--- src/rtl/audio_adc_rx_if.sv ---
// Avalon-ST style stereo-pair stream between the ADC receiver and its sink.
// Signals:
//   src_data  : {left, right} pair, left in the upper half
//   src_valid : head entry present
//   src_ready : sink accepts the head entry
interface audio_adc_rx_if #(
  parameter int unsigned DATA_W = 24
);
  logic [2*DATA_W-1:0] src_data;
  logic                src_valid;
  logic                src_ready;

  modport master (output src_data, output src_valid, input src_ready);
  modport slave  (input src_data, input src_valid, output src_ready);
endinterface

--- src/rtl/audio_adc_rx.sv ---
// I2S record-path receiver: deserialises the codec ADC stream into stereo
// pairs, buffers them in a show-ahead FIFO and offers them on a stream source.
// Ports:
//   clk, reset_n           : system clock, async active-low reset
//   bclk, adclrck, adcdat  : codec pins (asynchronous, codec is master)
//   enable                 : receiver enable
//   src                    : stream source (src_data/src_valid/src_ready)
//   overflow, frame_err    : sticky error flags
//   clr_flags              : pulse clearing both flags (a coincident set wins)
module audio_adc_rx #(
  parameter int unsigned DATA_W     = 24,
  parameter int unsigned FIFO_DEPTH = 4
) (
  input  logic                  clk,
  input  logic                  reset_n,
  input  logic                  bclk,
  input  logic                  adclrck,
  input  logic                  adcdat,
  input  logic                  enable,
  audio_adc_rx_if.master        src,
  output logic                  overflow,
  output logic                  frame_err,
  input  logic                  clr_flags
);

  localparam int unsigned PAIR_W = 2 * DATA_W;
  localparam int unsigned CNT_W  = $clog2(DATA_W + 1);
  localparam int unsigned PTR_W  = $clog2(FIFO_DEPTH);
  localparam int unsigned LVL_W  = PTR_W + 1;

  typedef enum logic [1:0] {
    S_IDLE,
    S_SKIP,
    S_SHIFT,
    S_WAIT
  } state_t;

  // Pin synchronisers: [0],[1] synchroniser stages, [2] edge register
  logic [2:0] bclk_sr;
  logic [2:0] lr_sr;
  logic [1:0] dat_sr;
  logic       bclk_rise;
  logic       lr_fall;
  logic       lr_rise;
  logic       dat_bit;

  // Strobes and the data bit are all registered from stage 2 so they stay aligned
  always_ff @(posedge clk or negedge reset_n) begin
    if (!reset_n) begin
      bclk_sr   <= '0;
      lr_sr     <= '0;
      dat_sr    <= '0;
      bclk_rise <= 1'b0;
      lr_fall   <= 1'b0;
      lr_rise   <= 1'b0;
      dat_bit   <= 1'b0;
    end else begin
      bclk_sr   <= {bclk_sr[1:0], bclk};
      lr_sr     <= {lr_sr[1:0], adclrck};
      dat_sr    <= {dat_sr[0], adcdat};
      bclk_rise <= bclk_sr[1] & ~bclk_sr[2];
      lr_fall   <= lr_sr[2] & ~lr_sr[1];
      lr_rise   <= lr_sr[1] & ~lr_sr[2];
      dat_bit   <= dat_sr[1];
    end
  end

  // Deserialiser state
  state_t              state, state_n;
  logic                ch, ch_n;
  logic [CNT_W-1:0]    cnt, cnt_n;
  logic [DATA_W-1:0]   sh, sh_n;
  logic [DATA_W-1:0]   left_q, left_n;
  logic                push_c;
  logic                ferr_set_c;
  logic [PAIR_W-1:0]   pair_c;

  always_ff @(posedge clk or negedge reset_n) begin
    if (!reset_n) begin
      state  <= S_IDLE;
      ch     <= 1'b0;
      cnt    <= '0;
      sh     <= '0;
      left_q <= '0;
    end else begin
      state  <= state_n;
      ch     <= ch_n;
      cnt    <= cnt_n;
      sh     <= sh_n;
      left_q <= left_n;
    end
  end

  // Next-state: slot framing, bit capture, short-slot detection
  always_comb begin
    state_n    = state;
    ch_n       = ch;
    cnt_n      = cnt;
    sh_n       = sh;
    left_n     = left_q;
    push_c     = 1'b0;
    ferr_set_c = 1'b0;
    if (!enable) begin
      state_n = S_IDLE;
    end else begin
      case (state)
        S_IDLE: begin
          if (lr_fall) begin
            ch_n    = 1'b0;
            state_n = S_SKIP;
          end
        end
        S_SKIP: begin
          // I2S one-bit delay slot: this bit belongs to nobody
          if (bclk_rise) begin
            cnt_n   = '0;
            state_n = S_SHIFT;
          end
        end
        S_SHIFT: begin
          if (lr_fall) begin
            ferr_set_c = 1'b1;
            ch_n       = 1'b0;
            state_n    = S_SKIP;
          end else if (lr_rise) begin
            ferr_set_c = 1'b1;
            state_n    = S_IDLE;
          end else if (bclk_rise) begin
            sh_n  = {sh[DATA_W-2:0], dat_bit};
            cnt_n = cnt + CNT_W'(1);
            if (cnt == CNT_W'(DATA_W - 1)) begin
              state_n = S_WAIT;
              if (!ch) left_n = sh_n;
              else     push_c = 1'b1;
            end
          end
        end
        S_WAIT: begin
          if (lr_rise && !ch) begin
            ch_n    = 1'b1;
            state_n = S_SKIP;
          end else if (lr_fall && ch) begin
            ch_n    = 1'b0;
            state_n = S_SKIP;
          end
        end
        default: state_n = S_IDLE;
      endcase
    end
  end

  assign pair_c = {left_q, sh_n};

  // Show-ahead FIFO
  logic [PAIR_W-1:0] mem [FIFO_DEPTH];
  logic [PTR_W-1:0]  wr_ptr;
  logic [PTR_W-1:0]  rd_ptr;
  logic [LVL_W-1:0]  level;
  logic [LVL_W-1:0]  level_n;
  logic              valid_q;
  logic              pop_c;
  logic              full_c;
  logic              do_push_c;
  logic              drop_c;

  // A pop frees the slot in the same cycle, so a push into a full FIFO survives it
  always_comb begin
    pop_c     = valid_q & src.src_ready;
    full_c    = (level == LVL_W'(FIFO_DEPTH));
    do_push_c = push_c & (~full_c | pop_c);
    drop_c    = push_c & full_c & ~pop_c;
    level_n   = level + LVL_W'(do_push_c) - LVL_W'(pop_c);
  end

  always_ff @(posedge clk or negedge reset_n) begin
    if (!reset_n) begin
      for (int i = 0; i < int'(FIFO_DEPTH); i++) mem[i] <= '0;
      wr_ptr  <= '0;
      rd_ptr  <= '0;
      level   <= '0;
      valid_q <= 1'b0;
    end else begin
      if (do_push_c) begin
        mem[wr_ptr] <= pair_c;
        wr_ptr      <= wr_ptr + PTR_W'(1);
      end
      if (pop_c) rd_ptr <= rd_ptr + PTR_W'(1);
      level   <= level_n;
      valid_q <= (level_n != '0);
    end
  end

  assign src.src_data  = mem[rd_ptr];
  assign src.src_valid = valid_q;

  // Sticky flags
  always_ff @(posedge clk or negedge reset_n) begin
    if (!reset_n) begin
      overflow  <= 1'b0;
      frame_err <= 1'b0;
    end else begin
      if (drop_c)         overflow <= 1'b1;
      else if (clr_flags) overflow <= 1'b0;
      if (ferr_set_c)     frame_err <= 1'b1;
      else if (clr_flags) frame_err <= 1'b0;
    end
  end

endmodule

--- src/flat_wrapper.sv ---
// flat-port wrapper written by rule: the top's interface ports become plain ports
module audio_adc_rx_flat 
#(
  parameter int unsigned DATA_W     = 24,
  parameter int unsigned FIFO_DEPTH = 4
)
  (clk, reset_n, bclk, adclrck, adcdat, enable, overflow, frame_err, clr_flags, src_src_data, src_src_valid, src_src_ready);
  audio_adc_rx_if #(.DATA_W(DATA_W)) src_i ();
  input  logic clk;
  input  logic reset_n;
  input  logic bclk;
  input  logic adclrck;
  input  logic adcdat;
  input  logic enable;
  output logic overflow;
  output logic frame_err;
  input  logic clr_flags;
  output wire logic [$bits(src_i.src_data)-1:0] src_src_data;
  output wire logic [$bits(src_i.src_valid)-1:0] src_src_valid;
  input wire logic [$bits(src_i.src_ready)-1:0] src_src_ready;
  assign src_src_data = src_i.src_data;
  assign src_src_valid = src_i.src_valid;
  assign src_i.src_ready = src_src_ready;
  audio_adc_rx #(.DATA_W(DATA_W), .FIFO_DEPTH(FIFO_DEPTH)) u_core (.clk(clk), .reset_n(reset_n), .bclk(bclk), .adclrck(adclrck), .adcdat(adcdat), .enable(enable), .src(src_i), .overflow(overflow), .frame_err(frame_err), .clr_flags(clr_flags));
endmodule
--- config.mk ---
export PLATFORM = sky130hd
export DESIGN_NAME = audio_adc_rx_flat
export DESIGN_NICKNAME = d
export VERILOG_FILES = /design/src/rtl/audio_adc_rx_if.sv /design/src/rtl/audio_adc_rx.sv /design/src/flat_wrapper.sv
export SDC_FILE = /design/constraint.sdc
export NUM_CORES = 1
export LEC_CHECK = 0
export CELL_PAD_IN_SITES_DETAIL_PLACEMENT = 0
export CELL_PAD_IN_SITES_GLOBAL_PLACEMENT = 2
export CORE_AREA = 4 4 167 169
export DETAILED_ROUTE_END_ITERATION = 10
export DIE_AREA = 0 0 171 173
export PLACE_DENSITY_LB_ADDON = 0.05
export RECOVER_POWER = 50
export SLEW_MARGIN = 20
export SYNTH_ARGS = -nofsm -noshare
export SYNTH_HDL_FRONTEND = slang
export SYNTH_SLANG_ARGS = --single-unit
--- constraint.sdc ---
create_clock -name clk -period 3.1 [get_ports clk]
set_input_delay 0.465 -clock clk [delete_from_list [all_inputs] [get_ports clk]]
set_output_delay 0.465 -clock clk [all_outputs]
set_load 0.005 [all_outputs]
==> run summary, run 1 <==
After synthesis, the largest family of logic cells by area is multiplexers. In this run the worst path has a maximum fanout of 19. Destination of the critical timing path: src_src_data[15]. The library cells used most frequently in the layout, excluding fill and tap cells, are dfrtp_1 (268), mux2_2 (160), mux2_4 (80), clkdlybuf4s50_1 (51), mux4_2 (48). In this run the worst setup path begins at u_core.rd_ptr[0]. The internal power summed over all cells is 6030 uW, and the total DRC errors in the routed layout is 0. The via count of the first global-routing pass is 6946. Clock group share of total power: 0.412. Final setup TNS: 0 ns.

The number of CTS-inserted buffers is 29. Counting flops and latches in the post-synthesis netlist gives 270. The arithmetic-cell share of the synthesized area counting full adders, half adders and majority gates was 0.0134; the total global routing track utilization was 0.169. The run gives 0 as the number of warning messages in the yosys log. The cell family contributing the most delay on the critical path was buffers and inverters. The logs give 0.575 for the sequential-to-total area share from yosys stat and 0.0116 ns for the clock skew after layout. For this design the ratio of total power to cell area is 583 mW/mm2. The number of maximum-capacitance constraint violations is 1. The longest clock path from root to sink contains 3 buffers. The switching share of total power is 0.246, and the highest attainable clock frequency is 356 MHz.

For the aggregate global routing overflow, the log shows 0. The signal on the critical path passes through buf_12, mux4_2, clkdlybuf4s50_1. Depth of the worst register-to-register path: 6.

Data arrives at the worst endpoint at 2.34 ns. The count of final hold-check violations was 0; the via-per-instance ratio was 5.40. Highest-delay cell along the critical path: mux4_2. For the post-route standard cell area excluding fillers, the log shows 0.0137 mm2. The tools report the type of element capturing the critical path as an output port.

The core region is 0.0266 mm2. The filler cell count was 2203. By startpoint and endpoint, the worst setup path is classified as reg2out. The part of the cycle the worst path needs came out at 0.905. Yosys mapped the design onto 40 distinct sky130hd cell types. Among all flip-flop cells after synthesis, the most frequent one is dfrtp_1.

The transition time at the pin with the least slew margin is 1.80 ns, and the total of endpoints with negative setup slack in the final report is 0. Maximum vdd ir drop: 353 uV. The tools report the startpoint type of the worst setup path as a register.

The average instance in the mapped netlist occupies 17.0 um2. The complex-gate fraction of the synthesized area is 0.00788, and the boundary pin count is 59. The die is 171 um wide. The simple-gate area share of the yosys netlist is 0.0211, and the first-pass iteration count of the detailed router is 4. The tools report the total clock sinks as 270. The most common library cell in the layout ignoring fill and taps is dfrtp_1.

The tools report the clock root buffer as clkbuf_16. The tools report the post-synth net total as 709. Row generation in the floorplan step produced 60 rows. For the worst setup path, the data required time is 2.63 ns. The part of the total power dissipated in sequential elements is 0.461, and the number of antenna violations at the first check in global routing is 1. The tools report the endpoint of the worst-slack reg-to-reg timing path as u_core.src.src_valid. For this run, the slowest stage of the critical path takes 0.59 ns.

The checks that failed: capacitance limit, slew limit. The total via count after detailed routing came out at 6065. The slack of the worst reg-to-reg path was 0.47 ns. The clock transition at the register clock pins on the worst setup and hold paths after CTS is 0.06 ns, and the final hold slack is 0.351 ns. The post-synthesis async set-or-reset flop share works out to 1.00. The remaining max-slew budget at the tightest pin was -0.202; the total instance count after detailed placement was 1067. The total of buffers placed on input and output ports is 58, and the cell area after synthesis is 0.0117 mm2. Entering global routing, the biggest net connects 80 pins. The area added between synthesis and finish was 16.8%. The logs give 1 for the H-tree level count and 71 for the number of pins exceeding their max-slew limit in the final report. The mux cell area share after synthesis is 0.349, and the routed wire length is 24200 um. The die is 173 um tall. Counting I/O delays and the setup requirement, the final critical path takes 2.81 ns. The antenna diode count was 0; the number of flops mapped to enable cells by yosys was 0. The final layout contains 781 nets. Class of the tightest hold or removal check: reg2reg.

Count of mapped cells out of synthesis: 689. The DRC marker count from the first detailed-route iteration is 235. TritonCTS built the clock tree. Summing all placed instances gives a cell area of 0.0128 mm2.

The first global-routing pass estimated 39800 um of wire. The logic gate share of total power was 0.127. The number of gates resized after CTS was 0. The standby leakage power was 0.00679 uW. The flow ran to the end, but the final reports show violations. The proportion of layout cells with a drive suffix above 1 was 0.456. After detailed routing, the average wire length per cell comes to 21.6 um. For this design the total switching power over the nets is 1970 uW. Setup repair after global routing left no endpoint under its margin. The run gives 0 as the count of antenna-violating nets left after detailed routing. The worst register-to-register path begins at u_core.lr_rise. The clock reaches the later pin of the worst-skew pair after 0.53 ns. Together, buffers and inverters on the worst path number 2. Leaving out filler cells and counting taps, the final layout contains 1124. Xor-xnor portion of the synthesized cell area: 0.00671. Summed over all nets, the half-perimeter wirelength after detailed placement is 14200 um. The logs give 0.716 for the placer congestion estimate and 0.0296 mm2 for the total die area. The initial core utilization is 0.442, and the cell count along the critical path is 3.
## per-stage QoR
step	utilization	power [uW]	setup slack (ns)
after floorplan	-	4360	0.352
after global placement	0.482	4780	0.292
after detailed placement	0.482	4790	0.250
after CTS	0.517	8140	0.0535
after global routing	0.516	8370	0.145
final	0.516	8000	0.294
## per-layer routing
metal | vias up | global-route usage | wire, um
met5 | - | 0 | 0
met4 | 0 | 0.0291 | 349
met3 | 27 | 0.0320 | 916
met2 | 94 | 0.270 | 11400
met1 | 3278 | 0.245 | 11500
li1 | 2666 | - | -
## how the worst min path moves through the flow
stage | startpoint | endpoint | slack [ns] | cells after the start
after floorplan | reset_n | u_core.bclk_rise | 0.17 | 0
after global placement | u_core.bclk_sr[0] | u_core.bclk_sr[1] | 0.34 | 0
after detailed placement | u_core.dat_sr[1] | u_core.dat_bit | 0.34 | 0
after CTS | u_core.dat_sr[1] | u_core.dat_bit | 0.36 | 0
after global routing | u_core.bclk_sr[0] | u_core.bclk_sr[1] | 0.37 | 0
final | u_core.dat_sr[1] | u_core.dat_bit | 0.35 | 0
## layout make-up
type / instances / area (um2) / area share
Clock inverter: 5 / 50.0 / 0.00365
Multi-Input combinational cell: 365 / 4690 / 0.342
Sequential cell: 270 / 6760 / 0.493
Clock buffer: 48 / 867 / 0.0632
Timing Repair Buffer: 78 / 862 / 0.0628
Tap cell: 341 / 427 / 0.0311
Inverter: 17 / 63.8 / 0.00465
## power by group through the flow
stage          Sequential (uW)  Clock (uW)  Combinational [uW]
4_1_cts                   3740        3410                 994
3_3_place_gp              3800           0                 984
5_1_grt                   3700        3550                1120
2_1_floorplan             3680           0                 681
3_5_place_dp              3800           0                 990
6_report                  3690        3300                1020
## state kept, by name, summed over array words and instances, names as in the netlist, 2 cells and up
register / count
u_core.lr_sr: 3
u_core.sh: 24
u_core.dat_sr: 2
u_core.rd_ptr: 2
u_core.state: 2
u_core.level: 3
u_core.left_q: 24
u_core.cnt: 5
u_core.mem: 192
u_core.wr_ptr: 2
u_core.bclk_sr: 3
## cells by family after synthesis
logic type,Yosys count
mux,290
buf+inv,54
compound gates,13
simple gates,41
fa+ha+maj,12
flops,270
xor+xnor,9
## synth_stat cells, types with 2 or more instances
library cell  instances  area [um2]
mux4_2               48        1080
buf_1                 3        11.3
xor2_1                2        17.5
buf_2                13        65.1
ha_1                 11         138
clkbuf_1              9        33.8
mux2_4               80        1200
nand3_1               4        20.0
mux2i_1               2        20.0
nand2_1               8        30.0
nand3_2               4        40.0
mux2_2              160        1800
dfrtp_1             270        6760
o21ai_0               4        20.0
inv_1                17        63.8
nor2_1                9        33.8
nor3_1                3        15.0
xnor2_1               7        61.3
nor2b_1               3        18.8
buf_6                12         135
## timing repair
| action | in CTS | in global routing |
|---|---|---|
| endpoints found under the setup margin | 0 | 2 |
| hold buffers | 1 | 0 |
| setup buffers | 0 | 3 |
| endpoints found under the hold margin | 68 | 0 |
(Power assumes the default switching activity.)
==> run 2, diff against run 1 <==
PLACE_DENSITY = 0.9   (was not set)
PLACE_DENSITY_LB_ADDON = not set   (was 0.05)
==> run 2 against run 1 <==
Net effect:
- clock power up 6.1%
- clock-buffer cell count is 1 lower
- critical path type unchanged
- worst hold slack lost 0.0012 ns
- the flow still finishes with violations (capacitance limit, slew limit)
- combinational power about the same
- sequential share of layout area shrank 0.25 points
==> run summary, run 2 (synthesis results as in run 1) <==
The flow ran to the end, but the final reports show violations. The checks that failed: capacitance limit, slew limit. The maximum vdd ir drop was 376 uV (+6.3%); the internal power summed over all cells was 6260 uW (+3.8%). STA classifies the critical path startpoint as a register. Clock latency at the later pin of the worst-skew pair: 0.53 ns (about the same). For the total chip power, the log shows 8220 uW (+2.7%). The area added between synthesis and finish is 17.4%, and the total instance count after detailed placement is 1067 (unchanged). The run gives 230 (-2.1%) as the DRC marker count from the first detailed-route iteration. The number of flip-flops under the largest register name was 192 (unchanged). The switching share of total power was 0.239 (-0.00744); the highest attainable clock frequency was 348 MHz (-2.2%). The transition time at the pin with the least slew margin is 2.09 ns (+0.282 ns), and the depth of the worst register-to-register path is 6 (unchanged). The data required time of the critical path was 2.63 ns (about the same); the number of antenna violations at the first check in global routing was 0 (-1). In the final layout, the registers with the most flip-flops are u_core.mem x192, u_core.left_q x24, u_core.sh x24. The placed wire-length estimate after detailed placement was 14300 um (+0.55%); the instance count along the most critical hold path was 0 (unchanged).

The via-per-instance ratio came out at 5.44 (+0.76%). The total global routing track utilization came out at 0.162 (-0.00659). For the remaining max-slew budget at the tightest pin, the log shows -0.390 (-0.188). The logs give 38500 um (-3.3%) for the global-route wire length before repair and 0 (unchanged) for the antenna diode count.

The total die area came out at 0.0296 mm2 (unchanged). The largest fanout on the critical path came out at 18 (-1). The initial core utilization is 0.442 (unchanged).

The number of standard-cell rows in the floorplan was 60 (unchanged). For the pin count of the biggest net entering global routing, the log shows 94 (+18%). The run gives 0.717 (+0.21%) as the placer congestion estimate.

The critical path is of the reg2out type. The total of buffers placed on input and output ports works out to 58 (unchanged). The standby leakage power came out at 0.00682 uW (+0.53%).

For the final cell count without fillers, the log shows 1128 (+0.36%). The root buffer cell chosen for the clock tree is clkbuf_16. The total DRC errors in the routed layout is 0 (unchanged).

The number of CTS-inserted buffers is 29 (unchanged), and the count of antenna-violating nets left after detailed routing is 0 (unchanged). The filler cell count came out at 2147 (-2.5%). The count of final hold-check violations came out at 0 (unchanged).

TritonCTS built the clock tree. The via count of the first global-routing pass was 6828 (-1.7%). The tools report the startpoint of the worst-slack reg-to-reg timing path as u_core.lr_rise.

The slack of the worst reg-to-reg path was 0.42 ns (-0.05 ns). The wire length per cell is 20.9 um (-3.2%). The worst hold path terminates at u_core.dat_sr[1]. The total via count after detailed routing was 6133 (+1.1%); the number of maximum-capacitance constraint violations was 1 (unchanged). The aggregate global routing overflow came out at 0 (unchanged). The logic gate share of total power was 0.124 (-0.003); the worst path arrival time was 2.41 ns (+0.07 ns).

The first-pass iteration count of the detailed router was 4 (unchanged). The number of pins exceeding their max-slew limit in the final report is 94 (+32%). The H-tree level count is 1 (unchanged). Most common library cell in the layout ignoring fill and taps: dfrtp_1. The clock transition at the register clock pins on the worst setup and hold paths after CTS is 0.06 ns (about the same), and the minimum clock period after layout is 2.87 ns (+0.0646 ns). The worst hold path begins at u_core.dat_sr[0]. The core footprint was 0.0266 mm2 (unchanged). The total of endpoints with negative setup slack in the final report is 0 (unchanged). The endpoint of the worst-slack reg-to-reg timing path was u_core.src.src_valid. The net switching power is 1960 uW (-0.36%), and the net count reported at finish is 787 (+0.77%).

For the clock group share of total power, the log shows 0.426 (+0.014). For the total clock sinks, the log shows 270 (unchanged). Final hold slack: 0.349 ns (-0.00119 ns). The final setup TNS came out at 0 ns (unchanged). Class of the tightest hold or removal check: reg2reg. The floorplan die width is 171 um (unchanged), and the power density over the cells is 596 mW/mm2 (+2.2%). The vertical extent of the die is 173 um (unchanged), and the maximum root-to-sink buffer count is 3 (unchanged).

The proportion of layout cells with a drive suffix above 1 came out at 0.463 (+0.00658). Leaving out fill and tap cells, the most frequent cells in the layout are dfrtp_1 (268), mux2_2 (160), mux2_4 (80), clkdlybuf4s50_1 (51), mux4_2 (48). Setup repair after global routing left no endpoint under its margin. The part of the total power dissipated in sequential elements is 0.449 (-0.012). Counting flops per register, the top entry is u_core.mem. The boundary pin count is 59 (unchanged).

For the routed wire length, the log shows 23500 um (-2.8%). STA classifies the critical path endpoint as an output port. The clock skew after layout is 0.0116 ns (+0.0000459 ns), and the part of the cycle the worst path needs is 0.926 (+0.0208).
-- run 2: cell types whose count changed in the layout (fill, tap and decap cells not counted), moves of 2 or more --
cell,change
buf_4,+9
clkbuf_1,-4
clkinv_2,-3
buf_12,-2
bufinv_16,+2
clkbuf_8,+2
-- run 2: critical path: stages (launching register included) --
cell	delay (ns)
dfrtp_4	0.56
buf_12	0.24
mux4_2	0.57
clkdlybuf4s50_1	0.48
-- run 2: how the worst max path moves through the flow --
stage               cells past startpoint        startpoint  slack (ns)                   end
floorplan                               9   u_core.state[0]        0.35  u_core.src.src_valid
global placement                        7            enable        0.32  u_core.src.src_valid
detailed placement                      7            enable        0.28  u_core.src.src_valid
CTS                                     3  u_core.rd_ptr[0]       0.005      src_src_data[47]
global route                            3           reset_n        0.09          u_core.sh[0]
finish                                  3  u_core.rd_ptr[0]        0.23      src_src_data[36]
-- run 2: area by class of cell --
class / count / area [um2] / area share
Clock inverter: 4 / 95.1 / 0.00689
Clock buffer: 47 / 883 / 0.0640
Multi-Input combinational cell: 365 / 4680 / 0.339
Inverter: 17 / 63.8 / 0.00463
Timing Repair Buffer: 84 / 886 / 0.0642
Sequential cell: 270 / 6760 / 0.490
Tap cell: 341 / 427 / 0.0309
-- run 2: metal layers --
layer  wire [um]  up-vias  GRT usage
met3         768       27     0.0231
met1       10600     3334      0.231
met2       11800       94      0.268
met4         357        0     0.0343
li1            -     2678          -
met5           0        -          0
-- run 2: through the flow --
step / instance area, um2 / utilization / setup WS (ns)
after global routing: 13800 / 0.519 / 0.0865
after floorplan: 11700 / - / 0.352
after detailed placement: 12800 / 0.481 / 0.283
after CTS: 13800 / 0.518 / 0.00545
final: 13800 / 0.519 / 0.230
after global placement: 12800 / 0.481 / 0.322
-- run 2: what timing repair did --
item                                    in CTS  in global routing
endpoints found under the setup margin       0                 11
setup buffers                                0                  9
gates resized for setup                      0                  0
endpoints found under the hold margin       79                  0
hold buffers                                 1                  0
-- run 2: power groups by stage --
| stage | Combinational [uW] | Sequential [uW] | Clock, uW |
|---|---|---|---|
| after floorplan | 681 | 3680 | 0 |
| after global placement | 912 | 3800 | 0 |
| after detailed placement | 932 | 3800 | 0 |
| after CTS | 933 | 3740 | 3570 |
| after global routing | 1130 | 3700 | 3750 |
| final | 1020 | 3700 | 3500 |
==> run 3, diff against run 2 <==
CTS_CLUSTER_SIZE = 20   (was not set)
==> results of run 3 <==
Final layout, timing and power as in run 2 (identical DEF).
